===== src/rtl/crc_feeder_pkg.sv =====
// Shared constants for the CRC stream feeder: APB register map,
// CTRL field positions, CRC mode encodings and feeder FSM states.
package crc_feeder_pkg;

    localparam logic [31:0] OFF_CTRL = 32'h00;
    localparam logic [31:0] OFF_INIT = 32'h04;
    localparam logic [31:0] OFF_XORV = 32'h08;
    localparam logic [31:0] OFF_DATA = 32'h0C;
    localparam logic [31:0] OFF_STAT = 32'h10;

    localparam int CTRL_EN     = 0;
    localparam int CTRL_REVIN  = 1;
    localparam int CTRL_REVOUT = 2;
    localparam int CTRL_MODE   = 3;
    localparam int CTRL_SIZE   = 5;

    typedef enum logic [1:0] {
        MODE_CRC8       = 2'd0,
        MODE_CRC16_1021 = 2'd1,
        MODE_CRC16_8005 = 2'd2,
        MODE_CRC32      = 2'd3
    } crc_mode_e;

    localparam logic [3:0] ST_IDLE    = 4'd0;
    localparam logic [3:0] ST_PACK    = 4'd1;
    localparam logic [3:0] ST_WR_INIT = 4'd2;
    localparam logic [3:0] ST_WR_XORV = 4'd3;
    localparam logic [3:0] ST_WR_CTRL = 4'd4;
    localparam logic [3:0] ST_WR_DATA = 4'd5;
    localparam logic [3:0] ST_POLL    = 4'd6;
    localparam logic [3:0] ST_RD_DATA = 4'd7;
    localparam logic [3:0] ST_RESULT  = 4'd8;
    localparam logic [3:0] ST_DRAIN   = 4'd9;

    function automatic logic [31:0] mask_to_mode(
        input logic [1:0]  mode,
        input logic [31:0] v
    );
        logic [31:0] r;
        case (mode)
            MODE_CRC8:       r = {24'h0, v[7:0]};
            MODE_CRC16_1021,
            MODE_CRC16_8005: r = {16'h0, v[15:0]};
            default:         r = v;
        endcase
        return r;
    endfunction

    function automatic logic [31:0] ctrl_word(
        input logic       revin,
        input logic       revout,
        input logic [1:0] mode,
        input logic [1:0] size
    );
        logic [31:0] w;
        w = 32'h0;
        w[CTRL_EN]     = 1'b1;
        w[CTRL_REVIN]  = revin;
        w[CTRL_REVOUT] = revout;
        w[CTRL_MODE +: 2] = mode;
        w[CTRL_SIZE +: 2] = size;
        return w;
    endfunction

endpackage


===== src/rtl/apb4_master_xfer.sv =====
// Single-transfer APB4 master: req launches SETUP then ACCESS until pready.
// Ports: req/write/addr/wdata in; busy, done pulse, rdata, err out; APB pins.
module apb4_master_xfer (
    input  logic        clk,
    input  logic        rst,
    input  logic        req,
    input  logic        write,
    input  logic [31:0] addr,
    input  logic [31:0] wdata,
    output logic        busy,
    output logic        done,
    output logic [31:0] rdata,
    output logic        err,
    output logic [31:0] paddr,
    output logic        psel,
    output logic        penable,
    output logic        pwrite,
    output logic [31:0] pwdata,
    input  logic [31:0] prdata,
    input  logic        pready,
    input  logic        pslverr
);

    assign busy = psel;

    always_ff @(posedge clk) begin
        if (rst) begin
            paddr   <= 32'h0;
            psel    <= 1'b0;
            penable <= 1'b0;
            pwrite  <= 1'b0;
            pwdata  <= 32'h0;
            done    <= 1'b0;
            rdata   <= 32'h0;
            err     <= 1'b0;
        end else begin
            done <= 1'b0;
            if (!psel) begin
                if (req) begin
                    psel   <= 1'b1;
                    paddr  <= addr;
                    pwrite <= write;
                    pwdata <= write ? wdata : 32'h0;
                end
            end else if (!penable) begin
                penable <= 1'b1;
            end else if (pready) begin
                psel    <= 1'b0;
                penable <= 1'b0;
                done    <= 1'b1;
                rdata   <= prdata;
                err     <= pslverr;
            end
        end
    end

endmodule


===== src/rtl/crc_stream_feeder.sv =====
// Packs a framed byte stream into 1-4 byte chunks and chains them through
// the APB CRC peripheral; returns one final CRC per frame on res_*.
// Ports: cfg_* frame config, s_* byte stream, res_* result, p* APB master.
module crc_stream_feeder
    import crc_feeder_pkg::*;
#(
    parameter logic [31:0] BASE_ADDR = 32'h0,
    parameter int          POLL_MAX  = 16
) (
    input  logic        pclk_i,
    input  logic        prst_i,
    input  logic [1:0]  cfg_mode_i,
    input  logic        cfg_revin_i,
    input  logic        cfg_revout_i,
    input  logic [31:0] cfg_init_i,
    input  logic [31:0] cfg_xorv_i,
    input  logic        s_valid_i,
    output logic        s_ready_o,
    input  logic [7:0]  s_data_i,
    input  logic        s_last_i,
    output logic        res_valid_o,
    input  logic        res_ready_i,
    output logic [31:0] res_data_o,
    output logic        res_err_o,
    output logic        busy_o,
    output logic [31:0] paddr_o,
    output logic        psel_o,
    output logic        penable_o,
    output logic        pwrite_o,
    output logic [31:0] pwdata_o,
    input  logic [31:0] prdata_i,
    input  logic        pready_i,
    input  logic        pslverr_i
);

    localparam int PW = $clog2(POLL_MAX + 1);
    localparam logic [PW-1:0] POLL_LAST = PW'(POLL_MAX - 1);

    logic [3:0]    state;
    logic [1:0]    mode_q;
    logic          revin_q;
    logic          revout_q;
    logic [31:0]   init_q;
    logic [31:0]   xorv_q;
    logic [31:0]   chunk_q;
    logic [31:0]   chain_q;
    logic [31:0]   res_q;
    logic [2:0]    cnt_q;
    logic          first_q;
    logic          final_q;
    logic          err_q;
    logic [PW-1:0] poll_q;

    logic          x_need;
    logic          x_req;
    logic          x_write;
    logic [31:0]   x_off;
    logic [31:0]   x_wdata;
    logic          x_busy;
    logic          x_done;
    logic [31:0]   x_rdata;
    logic          x_err;

    always_comb begin
        x_need  = 1'b1;
        x_write = 1'b1;
        x_off   = OFF_CTRL;
        x_wdata = 32'h0;
        case (state)
            ST_WR_INIT: begin
                x_off   = OFF_INIT;
                x_wdata = first_q ? init_q : chain_q;
            end
            ST_WR_XORV: begin
                x_off   = OFF_XORV;
                x_wdata = final_q ? xorv_q : 32'h0;
            end
            ST_WR_CTRL: begin
                x_off   = OFF_CTRL;
                // cnt 4 wraps to size 3 in two bits
                x_wdata = ctrl_word(revin_q, final_q & revout_q,
                                    mode_q, cnt_q[1:0] - 2'd1);
            end
            ST_WR_DATA: begin
                x_off   = OFF_DATA;
                x_wdata = chunk_q;
            end
            ST_POLL: begin
                x_write = 1'b0;
                x_off   = OFF_STAT;
            end
            ST_RD_DATA: begin
                x_write = 1'b0;
                x_off   = OFF_DATA;
            end
            default: x_need = 1'b0;
        endcase
    end

    // One launch per visit: the done cycle masks req so the state can move on.
    assign x_req = x_need & ~x_busy & ~x_done;

    apb4_master_xfer u_xfer (
        .clk     (pclk_i),
        .rst     (prst_i),
        .req     (x_req),
        .write   (x_write),
        .addr    (BASE_ADDR + x_off),
        .wdata   (x_wdata),
        .busy    (x_busy),
        .done    (x_done),
        .rdata   (x_rdata),
        .err     (x_err),
        .paddr   (paddr_o),
        .psel    (psel_o),
        .penable (penable_o),
        .pwrite  (pwrite_o),
        .pwdata  (pwdata_o),
        .prdata  (prdata_i),
        .pready  (pready_i),
        .pslverr (pslverr_i)
    );

    assign s_ready_o   = (state == ST_PACK) || (state == ST_DRAIN);
    assign res_valid_o = (state == ST_RESULT);
    assign res_data_o  = res_q;
    assign res_err_o   = err_q;
    assign busy_o      = (state != ST_IDLE);

    always_ff @(posedge pclk_i) begin
        if (prst_i) begin
            state    <= ST_IDLE;
            mode_q   <= 2'd0;
            revin_q  <= 1'b0;
            revout_q <= 1'b0;
            init_q   <= 32'h0;
            xorv_q   <= 32'h0;
            chunk_q  <= 32'h0;
            chain_q  <= 32'h0;
            res_q    <= 32'h0;
            cnt_q    <= 3'd0;
            first_q  <= 1'b0;
            final_q  <= 1'b0;
            err_q    <= 1'b0;
            poll_q   <= '0;
        end else begin
            case (state)
                ST_IDLE: if (s_valid_i) begin
                    mode_q   <= cfg_mode_i;
                    revin_q  <= cfg_revin_i;
                    revout_q <= cfg_revout_i;
                    init_q   <= cfg_init_i;
                    xorv_q   <= cfg_xorv_i;
                    err_q    <= 1'b0;
                    first_q  <= 1'b1;
                    final_q  <= 1'b0;
                    cnt_q    <= 3'd0;
                    chunk_q  <= 32'h0;
                    state    <= ST_PACK;
                end
                ST_PACK: if (s_valid_i) begin
                    chunk_q <= {chunk_q[23:0], s_data_i};
                    cnt_q   <= cnt_q + 3'd1;
                    if (cnt_q == 3'd3 || s_last_i) begin
                        final_q <= s_last_i;
                        state   <= ST_WR_INIT;
                    end
                end
                ST_WR_INIT: if (x_done) begin
                    err_q <= err_q | x_err;
                    state <= ST_WR_XORV;
                end
                ST_WR_XORV: if (x_done) begin
                    err_q <= err_q | x_err;
                    state <= ST_WR_CTRL;
                end
                ST_WR_CTRL: if (x_done) begin
                    err_q <= err_q | x_err;
                    state <= ST_WR_DATA;
                end
                ST_WR_DATA: if (x_done) begin
                    err_q  <= err_q | x_err;
                    poll_q <= '0;
                    state  <= ST_POLL;
                end
                ST_POLL: if (x_done) begin
                    err_q <= err_q | x_err;
                    if (x_rdata[0]) begin
                        state <= ST_RD_DATA;
                    end else if (poll_q == POLL_LAST) begin
                        err_q <= 1'b1;
                        res_q <= 32'h0;
                        state <= final_q ? ST_RESULT : ST_DRAIN;
                    end else begin
                        poll_q <= poll_q + 1'b1;
                    end
                end
                ST_RD_DATA: if (x_done) begin
                    err_q <= err_q | x_err;
                    if (final_q) begin
                        res_q <= mask_to_mode(mode_q, x_rdata);
                        state <= ST_RESULT;
                    end else begin
                        chain_q <= x_rdata;
                        first_q <= 1'b0;
                        cnt_q   <= 3'd0;
                        chunk_q <= 32'h0;
                        state   <= ST_PACK;
                    end
                end
                ST_DRAIN: if (s_valid_i && s_last_i) begin
                    state <= ST_RESULT;
                end
                ST_RESULT: if (res_ready_i) begin
                    state <= ST_IDLE;
                end
                default: state <= ST_IDLE;
            endcase
        end
    end

endmodule

===== config.mk =====
export PLATFORM = sky130hd
export DESIGN_NAME = crc_stream_feeder
export DESIGN_NICKNAME = d
export VERILOG_FILES = /design/src/rtl/crc_feeder_pkg.sv /design/src/rtl/apb4_master_xfer.sv /design/src/rtl/crc_stream_feeder.sv
export SDC_FILE = /design/constraint.sdc
export NUM_CORES = 1
export LEC_CHECK = 0
export ABC_AREA = 1
export CAP_MARGIN = 20
export CELL_PAD_IN_SITES_DETAIL_PLACEMENT = 2
export CELL_PAD_IN_SITES_GLOBAL_PLACEMENT = 2
export CORE_MARGIN = 4
export CORE_UTILIZATION = 29
export DETAILED_ROUTE_END_ITERATION = 12
export PLACE_DENSITY_LB_ADDON = 0.1
export REMOVE_ABC_BUFFERS = 1
export SLEW_MARGIN = 20
export SYNTH_ARGS = -nofsm -noshare
export SYNTH_HDL_FRONTEND = slang
export SYNTH_SLANG_ARGS = --single-unit

===== constraint.sdc =====
create_clock -name pclk_i -period 2.3 [get_ports pclk_i]
set_clock_uncertainty 0.1 [all_clocks]
set_input_delay 0.46 -clock pclk_i [delete_from_list [all_inputs] [get_ports pclk_i]]
set_output_delay 0.46 -clock pclk_i [all_outputs]
set_load 0.01 [all_outputs]

After elaboration in Yosys (flattened, before gate mapping)
Cells that the tools add are included. Widths: inputs -> output; s select.

Register bits: 280. Bits in latches: 0. Bits in writable memories: 0. Bits in read-only memories: 0. Input bits: 115. Output and inout bits: 103. Word-level logic and storage cells: 156. Memories: 0.

Add/sub/neg operators: 3. Multiply operators: 0. Divide/modulo/power cells: 0. Magnitude comparators: 0. Equality and inequality tests: 31. Shifts and indexed selects: 0. Muxes and demuxes: 63. Bitwise gates (word level): 8. Reductions and logical operators: 29.

Operator list (number): $mux 32 (12); $pmux 32 s2 (2); $pmux 32 s4 (1); $pmux 32 s3 (1); $mux 4 (14); $pmux 4 s10 (1); $mux 5 (4); $ne 2x1->1 const B (10); $pmux 5 s4 (1); $mux 1 (18); $eq 4x3->1 const B (4); $ne 2x2->1 const B (7); $mux 3 (4); $reduce_and 12->1 (1); $reduce_and 4->1 (3); $pmux 5 s2 (1); $reduce_and 5->1 (2); $pmux 3 s3 (1); $eq 4x2->1 const B (2); $eq 4x4->1 const B (2); $reduce_bool 2->1 (4); $reduce_and 3->1 (2); $reduce_and 6->1 (1); $reduce_bool 3->1 (2); other kinds (24) (34).

Logic depth before layout (Yosys ltp)
Gate-level depths: netlist of run 1.

Depth after elaboration: 7. Depth in mapped cells: 13. Depth with buffers taken out: 12.

Modules after synthesis
From an unflattened synthesis of run 1, not the netlist that was laid out.

Cell total of the unflattened synthesis: 1670. Area, all modules: 12071.6 sq um.

Modules (own cells, without submodules): crc_stream_feeder (instances 1, cells each 1165, area an instance 8329.2 sq um, seq. area each 3583.4 sq um); apb4_master_xfer (instances 1, cells each 505, area an instance 3742.3 sq um, seq. area each 2021.9 sq um).

Least setup slack after synthesis of run 1
Ideal clock, no wire load.

Path type: flip-flop to flip-flop. From: register poll_q[0]. To: register res_q[18] (netlist: res_data_o[18]). Library setup time: 0.112 ns. Arrival: 1.589 ns. Data required time: 2.088 ns. Path slack: 0.500 ns. Cell stages (with the launch flop): 14. Clock period less this slack: 1.800 ns. Cell sequence: dfxtp_1 ha_1 nand2_1 nor2_1 ha_1 inv_1 nand3_2 nand2_1 nor2_2 buf_4 buf_6 nand3_1 nand2_1 nor2_1.

Longest elaborated chain between the ends: 3.

Ends and longest elaborated chain: start: declaration (line crc_stream_feeder.sv:52) `logic [PW-1:0] poll_q;`; start signal: assignment (line crc_stream_feeder.sv:195) `poll_q <= poll_q + 1'b1;`; $eq 5x4->1 (line crc_stream_feeder.sv:190) `end else if (poll_q == POLL_LAST) begin`; $ne 2x2->1 (no line); $reduce_and 6->1 (no line); end signal: assignment (line crc_stream_feeder.sv:201) `res_q <= mask_to_mode(mode_q, x_rdata);`; end: declaration (line crc_stream_feeder.sv:47) `logic [31:0] res_q;`.

No other way between the ends. A chain may end at the register's enable or synchronous reset.

Final worst setup path of run 1
From: register state[1]. To: output s_ready_o.

Longest elaborated chain between the ends: 2.

Ends and longest elaborated chain: start: declaration (line crc_stream_feeder.sv:39) `logic [3:0] state;`; start signal: assignment (line crc_stream_feeder.sv:193) `state <= final_q ? ST_RESULT : ST_DRAIN;`; $eq 4x1->1 / $eq 4x4->1 (equally long branches) (line crc_stream_feeder.sv:124) `assign s_ready_o = (state == ST_PACK) || (state == ST_DRAIN);`; $logic_or 1x1->1 (*) (line crc_stream_feeder.sv:124); end: declaration (line crc_stream_feeder.sv:18) `output logic s_ready_o,`.

Every way passes the cells marked *; elsewhere a longest branch is shown, timed or not.

==> run summary, run 1 <==
cells after synthesis -> 1618
Global Route Usage Sum -> 0.195
clock-pin slew on the worst setup and hold paths -> 0.05 ns
Power Density -> 1030 nW/um2
starting DRC count in detailed routing -> 440
first-pass GRT wire length -> 65200 um
die area -> 42000 um2
die span in y -> 205 um
Layout Nets -> 1912
Clock Root Buffer -> clkbuf_16
CP max-delay cell -> dfxtp_4
Die Wd -> 205 um
kind of critical path -> flop to output pin
commonest non-fill, non-tap cells in the layout -> nand2_1, dfxtp_1, inv_1
GRT Residual Overflow -> 0
Ports -> 218
number of synthesized register bits -> 251
drt wl/cell -> 17.9 um
register area share after synthesis -> 0.447
status -> complete, no violations
Worst path top cell family by delay -> buffers and inverters
Port-buffer cells -> 188
CP max FO -> 9
placed cells -> 2265
DR pass1 iterations -> 4
GP Congestion -> 0.831
CTS tree -> built
Clock Sinks -> 251
Period minus WS final -> 2.13 ns
vias per cell -> 4.61
max-cap viol count -> 0
Vias -> 10700
cts bufs inserted -> 34
Area Growth Syn to Fin -> 32.4%
arrival time worst endpoint -> 1.57 ns
fraction of layout instances using a drive strength above 1 -> 0.0903
Leak -> 6.02 nW
DP HPWL -> 29800 um
Rows -> 71
Achievable Freq -> 0.471 GHz
H-tree levels -> 2
PnR worst setup slack -> 0.175 ns
VDD IR max -> 460 uV
Data required, critical path -> 1.74 ns
CTS Buffer Depth -> 3
CP Launch Point -> state[1]$_SDFFE_PP0P_
Hold Path Class -> primary input to flop
Core Region -> 37900 um2
Slew @ Worst Pin -> 0.711 ns
commonest non-fill, non-tap cell in the layout -> nand2_1
CP Cell Sequence -> inv_4, nand2_1, nor2_1, dlygate4sd2_1
relative max-transition margin -> 0.526
Final Hold Violating Endpoints -> 0
Yosys cell types -> 31
Setup Slack @ Placement -> 0.0445 ns
Post-Layout Cell Count -> 2327
Synth warnings -> 0
RSZ-0062 raised after global routing -> no
hold_buf cts -> 0
Post-Route WL -> 41600 um
period utilization -> 0.924
fin. max-slew vios -> 0
CP max stage delay -> 0.39 ns
RR Startpoint -> poll_q[1]$_SDFFE_PP0P_
Residual DRC -> 0
Worst Hold Launch -> prst_i
pin count of the biggest net entering global routing -> 74
antenna violations before repair -> 1
initial core utilization -> 0.297
ANT cells -> 0
worst hold slack -> 0.116 ns
ANT nets after route -> 0
Syn Std Cell Area -> 11300 um2
vias in the first global route -> 11700
Skew-Pair Late Insertion Delay -> 0.52 ns
crit end category -> output pin
startpoint class of the critical path -> flop
WP buf/inv -> 2
Setup Viol. Count Final -> 0
synthesized area per cell -> 6.95 um2
## report_power, final
group          leakage, nW  internal (W)  total, W  switching [W]
combinational         3.44       0.00161   0.00438        0.00277
sequential            2.05       0.00520   0.00585       0.000646
clock                0.534       0.00313   0.00515        0.00202
total                 6.02       0.00993    0.0154        0.00544
## metrics by stage
step / area, um2 / util / power (W) / setup TNS, ns
after floorplan: 10700 / - / 0.00819 / -224.15
after global placement: 13700 / 0.362 / 0.0101 / 0
after detailed placement: 13700 / 0.362 / 0.0103 / 0
after CTS: 14800 / 0.391 / 0.0156 / 0
after global routing: 14900 / 0.393 / 0.0165 / 0
final: 14900 / 0.393 / 0.0154 / 0
## routing by layer
metal  vias up  part of all wire  track usage
li1       5367                 -            -
met1      5171              0.48        0.266
met2       153              0.47        0.324
met3        45             0.034       0.0313
met4         2             0.017       0.0445
met5         -           0.00031            0
## synthesized netlist by cell type
master	count	area share
nand2_2	3	0.0017
nand4_1	3	0.0017
inv_2	7	0.0023
nor3b_1	1	0.00067
a31oi_1	1	0.00056
buf_1	3	0.0010
dfxtp_1	251	0.45
o21ai_1	2	0.00089
nand3_2	1	0.00089
buf_6	6	0.0060
ha_1	5	0.0056
nor2_2	6	0.0033
nor2_1	111	0.037
a21oi_1	176	0.078
inv_4	1	0.00056
conb_1	1	0.00033
o21ai_0	170	0.076
nand3_4	1	0.0016
buf_4	37	0.025
nand2_1	404	0.13
nor3_1	7	0.0031
nor3_2	26	0.023
nand3_1	88	0.039
nand2_4	2	0.0020
nand3b_1	3	0.0020
buf_2	31	0.014
nor2_4	3	0.0030
xor2_1	1	0.00078
clkbuf_1	51	0.017
clkinv_1	2	0.00067
inv_1	214	0.071
## registers in the layout (all words and copies together) (netlist names), 2 cells and up
signal	count
chain_q	32
u_xfer.paddr	3
u_xfer.rdata	32
u_xfer.pwdata	32
chunk_q	32
mode_q	2
res_data_o	32
poll_q	5
cnt_q	3
xorv_q	32
init_q	32
state	4
## timing repair
item / 4_1_cts / 5_1_grt
setup buffers: 0 / 1
pin swaps: 0 / 2
resized for setup: 14 / 8
endpoints found under the setup margin: 3 / 31
cloned: 0 / 1
## path summary, 6_finish.rpt
path	to	slack, ns	cells past startpoint
min	poll_q[2]$_SDFFE_PP0P_	0.12	2
max reg2reg	res_data_o[12]$_SDFFE_PP0P_	0.21	13
min reg2reg	init_q[30]$_SDFFE_PP0P_	0.35	2
max	s_ready_o	0.17	4
## kinds of logic (layout without fill, tap and decap cells)
kind of cell | count (synthesis) | count (layout) | share of synthesized area
xor gates and xnor gates | 1 | 1 | 0.000779
AOI/OAI and AO/OA | 349 | 349 | 0.155
DFF | 251 | 251 | 0.447
buffers and inverters | 352 | 521 | 0.137
adders and majority gates | 5 | 5 | 0.00556
other | 1 | 29 | 0.000333
and+or+nand+nor | 659 | 660 | 0.254
## cell type report
type	instances	area [um2]
multi-input combinational	1044	4850
timing repair buffer	237	2430
inverter	224	858
clock buffer	49	957
clock inverter	11	124
fill	4499	23000
sequential	251	5040
tap	511	639
No activity file was read; power rests on OpenSTA's default activity.
==> run 2, diff against run 1 <==
--- a/config.mk
+++ b/config.mk
@@ -14,6 +14,7 @@
 export DETAILED_ROUTE_END_ITERATION = 12
 export PLACE_DENSITY_LB_ADDON = 0.1
 export REMOVE_ABC_BUFFERS = 1
+export SKIP_LAST_GASP = 1
 export SLEW_MARGIN = 20
 export SYNTH_ARGS = -nofsm -noshare
 export SYNTH_HDL_FRONTEND = slang
==> results of run 2 <==
The final DEF is identical to that of run 1; final timing and power are the same.
